===== config.mk =====
export PLATFORM = sky130hd
export DESIGN_NAME = pipe_stage_chain
export DESIGN_NICKNAME = d
export VERILOG_FILES = /design/src/rtl/pipe_stage_chain.sv
export SDC_FILE = /design/constraint.sdc
export NUM_CORES = 1
export LEC_CHECK = 0
export ABC_AREA = 0
export BUFFER_PORTS_ARGS = -buffer_cell sky130_fd_sc_hd__buf_2
export CAP_MARGIN = 40
export CELL_PAD_IN_SITES_DETAIL_PLACEMENT = 1
export CELL_PAD_IN_SITES_GLOBAL_PLACEMENT = 2
export CORE_AREA = 2 2 127 222
export CTS_BUF_LIST = sky130_fd_sc_hd__clkbuf_8 sky130_fd_sc_hd__clkbuf_16
export CTS_CLUSTER_DIAMETER = 100
export CTS_CLUSTER_SIZE = 16
export DETAILED_ROUTE_END_ITERATION = 8
export DIE_AREA = 0 0 129 224
export GPL_ROUTABILITY_DRIVEN = 0
export HOLD_SLACK_MARGIN = 0.08
export PLACE_DENSITY_LB_ADDON = 0.1
export SETUP_SLACK_MARGIN = 0.02
export SYNTH_ARGS = -nofsm -noshare
export SYNTH_HDL_FRONTEND = slang
export SYNTH_SLANG_ARGS = --single-unit

===== constraint.sdc =====
create_clock -name clk_i -period 3.2 [get_ports clk_i]
set_input_delay 0.64 -clock clk_i [delete_from_list [all_inputs] [get_ports clk_i]]
set_output_delay 0.64 -clock clk_i [all_outputs]
set_load 0.02 [all_outputs]

===== src/rtl/pipe_stage_chain.sv =====
// pipe_stage_chain
//   Chain of DEPTH elastic pipeline stages with a valid/ready handshake.
//   A WIDTH-bit payload enters at stage 0 and leaves at stage DEPTH-1 in order.
//   Each stage has a main register. With SKID=1 it also has a skid register,
//   so the stage's ready is a registered value. With SKID=0 ready is computed
//   combinationally from downstream.
//
// Ports
//   clk_i        clock, rising edge
//   rst_i        asynchronous reset, active low; clears all valid bits
//   in_valid_i   upstream beat present
//   in_ready_o   chain accepts a beat this cycle
//   in_data_i    upstream payload
//   out_valid_o  beat present at stage DEPTH-1 (masked while stalled)
//   out_ready_i  downstream accepts
//   out_data_o   payload of the oldest entry in stage DEPTH-1
//   stall_i      global freeze: nothing moves, both handshakes are blocked
//   flush_i      per-stage kill mask; bit k empties stage k and drops its input
//   occupancy_o  registered count of valid entries in the chain
module pipe_stage_chain #(
    parameter  int WIDTH = 32,
    parameter  int DEPTH = 3,
    parameter  int SKID  = 1,
    localparam int CW    = $clog2(2*DEPTH+1)
) (
    input  logic             clk_i,
    input  logic             rst_i,
    input  logic             in_valid_i,
    output logic             in_ready_o,
    input  logic [WIDTH-1:0] in_data_i,
    output logic             out_valid_o,
    input  logic             out_ready_i,
    output logic [WIDTH-1:0] out_data_o,
    input  logic             stall_i,
    input  logic [DEPTH-1:0] flush_i,
    output logic [CW-1:0]    occupancy_o
);

    logic [DEPTH-1:0] r_m_valid;
    logic [DEPTH-1:0] r_s_valid;
    logic [WIDTH-1:0] r_m_data [DEPTH];
    logic [WIDTH-1:0] r_s_data [DEPTH];
    logic [CW-1:0]    r_occ;

    logic [DEPTH-1:0] w_m_valid_next;
    logic [DEPTH-1:0] w_s_valid_next;
    logic [WIDTH-1:0] w_m_data_next [DEPTH];
    logic [WIDTH-1:0] w_s_data_next [DEPTH];
    logic [CW-1:0]    w_occ_next;

    // Index k is the beat offered to stage k; index DEPTH is the chain output.
    logic [DEPTH:0]   w_src_valid;
    logic [WIDTH-1:0] w_src_data [DEPTH+1];
    // Index k: stage k accepts this cycle; index DEPTH: downstream accepts.
    logic [DEPTH:0]   w_up_rdy;

    assign w_src_valid[0] = in_valid_i;
    assign w_src_data[0]  = in_data_i;

    generate
        for (genvar gi = 0; gi < DEPTH; gi++) begin : g_src
            assign w_src_valid[gi+1] = r_m_valid[gi];
            assign w_src_data[gi+1]  = r_m_data[gi];
        end
    endgenerate

    // Ready is built from the output back towards the input so that, without
    // a skid register, a stage sees whether its successor frees up this cycle.
    always_comb begin : p_ready
        logic [DEPTH:0] rdy;
        rdy        = '0;
        rdy[DEPTH] = out_ready_i && !stall_i;
        for (int k = DEPTH-1; k >= 0; k--) begin
            if (SKID != 0) begin
                rdy[k] = !stall_i && !r_s_valid[k];
            end else begin
                rdy[k] = !stall_i && (!r_m_valid[k] || rdy[k+1]);
            end
        end
        w_up_rdy = rdy;
    end

    always_comb begin : p_next
        logic fire_in;
        logic leave;
        w_m_valid_next = r_m_valid;
        w_s_valid_next = r_s_valid;
        w_m_data_next  = r_m_data;
        w_s_data_next  = r_s_data;
        w_occ_next     = '0;
        fire_in        = 1'b0;
        leave          = 1'b0;
        for (int k = 0; k < DEPTH; k++) begin
            fire_in = w_src_valid[k] && w_up_rdy[k];
            leave   = r_m_valid[k] && w_up_rdy[k+1];
            if (leave) begin
                if (r_s_valid[k]) begin
                    // Skid entry is older than anything arriving: it goes to main.
                    w_m_valid_next[k] = 1'b1;
                    w_m_data_next[k]  = r_s_data[k];
                    w_s_valid_next[k] = 1'b0;
                end else begin
                    w_m_valid_next[k] = fire_in;
                    w_m_data_next[k]  = w_src_data[k];
                end
            end else if (fire_in) begin
                if (SKID != 0 && r_m_valid[k]) begin
                    w_s_valid_next[k] = 1'b1;
                    w_s_data_next[k]  = w_src_data[k];
                end else begin
                    w_m_valid_next[k] = 1'b1;
                    w_m_data_next[k]  = w_src_data[k];
                end
            end
            // Flush wins over everything, stall included. The entry that left
            // this stage has already been handed to stage k+1 above.
            if (flush_i[k]) begin
                w_m_valid_next[k] = 1'b0;
                w_s_valid_next[k] = 1'b0;
            end
            w_occ_next = w_occ_next + CW'(w_m_valid_next[k]) + CW'(w_s_valid_next[k]);
        end
    end

    always_ff @(posedge clk_i or negedge rst_i) begin
        if (!rst_i) begin
            r_m_valid <= '0;
            r_s_valid <= '0;
            r_occ     <= '0;
        end else begin
            r_m_valid <= w_m_valid_next;
            r_s_valid <= (SKID != 0) ? w_s_valid_next : '0;
            r_occ     <= w_occ_next;
        end
    end

    // Payload registers carry no reset; only the valid bits are meaningful.
    generate
        for (genvar gi = 0; gi < DEPTH; gi++) begin : g_data
            always_ff @(posedge clk_i) begin
                r_m_data[gi] <= w_m_data_next[gi];
                r_s_data[gi] <= w_s_data_next[gi];
            end
        end
    endgenerate

    assign in_ready_o  = w_up_rdy[0];
    assign out_valid_o = w_src_valid[DEPTH] && !stall_i;
    assign out_data_o  = w_src_data[DEPTH];
    assign occupancy_o = r_occ;

endmodule


==> impl_metrics.yaml <==
outcome:
  outcome: "finished, final reports clean"
setup_path:
  worstSetupEndpointType: "register"
  path_delay_family: "adder cells"
  cpPeakStageDelay_ns: 0.49
  critPathKind: "register to register"
  cp_num_cells: 6
  path_cells: "or3b_2, a21oi_1, fa_1, fa_1, ha_1, fa_1"
  cp.arrival_ns: 3.26
  worst_path_max_delay_cell: "or3b_2"
  cp-start-kind: "register"
  crit_fanout: 7
  cp.buffers_inverters: 0
  crit_top_cell: "fa_1"
  critical_path_required_ns: 3.55
  rr_worst_depth: 6
cells_and_area:
  fin_util: 0.3371
  diodes: 0
  area_delta_synth_final_pct: 13.37
  nets: 490
  drive_gt1_frac: 0.4865
  fillers: 2686
  final_cells: 815
sta:
  drv_slew: 0
  max_clock_freq_mhz: 343.7
  post-route-period-util: 0.9093
  final_hold_viol_count: 0
  maxSlewHeadroom: 0.5730
  layout_min_cycle_time_ns: 2.910
  finClkSkew_ns: 0.009636
  tightest_slew_ns: 0.6382
  grt_setup_unrepaired: "no"
  finalSetupViolations: 0
  holdWs_ns: 0.3490
floorplanning:
  die_y_um: 224
  dieArea_um2: 28900
  core-area_um2: 27130
  rows: 80
  start_util: 0.2973
  io_pins: 77
  die_w_um: 129
global_routing:
  grt_pass1_vias: 3697
  grt_usage: 0.09684
  grt_antenna_before_repair: 1
  grt_max_degree: 33
  gr-total-overflow: 0
  grt_pass1_wl_um: 21450
synth:
  syn-cell-area_um2: 8065
  ys_ff_latch: 201
  synth_edf_count: 192
  synth_top_cell_by_area: "edfxtp_1"
  avgSynthCellArea_um2: 20.89
  synth_top_area_share: 0.7149
  ys_seq_area_frac: 0.7428
  ys.flop_type: "edfxtp_1"
  synthCells: 386
  ys_warn_count: 0
  async_reset_ff_frac: 0.04478
  synth_cell_types: 32
  synth_nets: 430
  synth.area.top_cells: "edfxtp_1, mux2_4, mux2_2"
flow_run:
  max_cap_violations: 0
power:
  finalPower_uw: 4950
  p_sw_frac: 0.1968
  power.leakage_uw: 0.003151
  intPower_uw: 3976
  p_comb_frac: 0.038
  power_density_nw_per_um2: 541.4
  p_sw_uw: 974.0
  vdd_drop_max_uv: 347.5
  share_seq_of_total_power: 0.597
  clkPwrFrac: 0.365
hold_path:
  min_delay_path_depth: 2
  hp-class: "input pin to register"
placed_design:
  post-place-cells: 796
  port_buffers: 76
  dp_hpwl_um: 8638
detailed_routing:
  drt_pre_antenna_iters: 4
  avgViaCountPerCell: 4.113
  final_antenna_net_count: 0
  totalWireLength_um: 13620
  wl_per_cell_um: 16.72
  drc_errors: 0
  vias: 3352
  drt_iter0_drc: 153
clocking:
  postCtsResizedCells: 0
  clk_pin_slew_ns: 0.06
  cts_max_level: 1
  cts_buffer_depth: 3
  tritoncts: "done"
  clock-sinks: 201
  clock_latency_ns: 0.48
  numCtsBuffers: 16
  clock-root-buffer: "clkbuf_16"
-- worst reg2reg max path, stage by stage (launching register included) --
cell and delay (ns):
dfrtp_1 0.45, or3b_2 0.49, a21oi_1 0.22, fa_1 0.48, fa_1 0.45, ha_1 0.22, fa_1 0.48
-- metal layers --
metal	part of all wire	track usage	up-vias
li1	-	-	1567
met1	0.41	0.1150	1699
met2	0.52	0.1698	64
met3	0.045	0.01911	22
met4	0.025	0.03927	0
met5	0	0	-
-- layout make-up --
cell class	instances	area (um2)	share of cell area
Sequential cell	201	5991	0.6552
Multi-Input combinational cell	135	1715	0.1876
Clock buffer	17	425.4	0.04652
Tap cell	369	461.7	0.05049
Timing Repair Buffer	89	530.5	0.05802
Inverter	3	11.26	0.001232
Clock inverter	1	8.758	0.0009579
-- kinds of logic (layout without fill, tap and decap cells) --
kind of cell	after synthesis	in the layout	share of synthesized area
compound gates	11	11	0.009464
fa+ha+maj	4	4	0.008998
buf+inv	50	110	0.05368
flops	201	201	0.7428
mux	96	96	0.1620
simple gates	24	24	0.02311
-- through the flow --
| stage | cell area, um2 | setup TNS, ns | setup WS (ns) |
|---|---|---|---|
| floorplan | 8065 | 0 | 0.05870 |
| global placement | 8700 | -0.03878 | -0.03878 |
| detailed placement | 8700 | -0.06641 | -0.06641 |
| CTS | 9144 | 0 | 0.2648 |
| global route | 9144 | 0 | 0.1880 |
| finish | 9144 | 0 | 0.2903 |
-- power groups by stage --
stage	clock [uW]	combinational (uW)	sequential [uW]
floorplan	0	119	3010
global placement	0	189	3010
detailed placement	0	192	3010
CTS	1920	193	2950
global route	2000	204	2960
finish	1810	187	2950
-- timing repair --
action | 4_1_cts | 5_1_grt
setup buffers | 0 | 0
endpoints found under the hold margin | 9 | 0
hold buffers | 1 | 0
-- Yosys cell counts, types with 2 or more instances --
cell type and n:
mux2_4 60, mux2_2 36, fa_1 3, buf_2 4, edfxtp_1 192, buf_6 2, a221oi_1 2, nor4bb_1 2
nor2_1 3, inv_1 3, nand2b_1 3, or3b_2 4, dfrtp_1 9, nor3b_1 2, nand3b_1 3, buf_4 34
a21oi_1 4, buf_12 6
-- state kept, by name, summed over array words and instances, names as in the netlist --
name,flops
r_m_data,64
out_data_o,32
r_s_data,96
r_m_valid,3
r_s_valid,3
occupancy_o,3
-- final timing paths --
path / start / endpoint / slack (ns)
worst max-delay path: r_s_valid[0]$_DFF_PN0_ / occupancy_o[1]$_DFF_PN0_ / 0.29
worst min-delay path: flush_i[0] / r_m_valid[0]$_DFF_PN0_ / 0.35
worst max register to register: r_s_valid[0]$_DFF_PN0_ / occupancy_o[1]$_DFF_PN0_ / 0.29
worst min register to register: r_m_data[46]$_DFFE_PP_ / r_s_data[14]$_DFFE_PP_ / 0.44
max in group asynchronous: rst_i / r_m_valid[2]$_DFF_PN0_ / 2.47
min in group asynchronous: rst_i / r_m_valid[0]$_DFF_PN0_ / 0.55
-- cells in the final DEF (no fill, tap or decap) --
master / n
a211oi_1: 1
a21oi_1: 1
a21oi_4: 3
a221oi_1: 2
and3_2: 1
and4b_2: 1
buf_12: 4
buf_2: 76
buf_4: 8
clkbuf_16: 17
dfrtp_1: 9
dlygate4sd3_1: 1
edfxtp_1: 192
fa_1: 3
ha_1: 1
inv_1: 3
inv_6: 1
mux2_2: 36
mux2_4: 60
nand2_1: 1
nand2b_1: 3
nand3b_1: 3
nand4b_2: 1
nor2_1: 2
nor2_4: 1
nor2b_1: 1
nor3b_1: 2
nor4bb_4: 2
o21ai_0: 1
o21ba_2: 1
o31a_1: 1
o31ai_1: 1
or3b_2: 4
or4b_1: 1
or4bb_2: 1
Power figures use the tool's default switching activity.
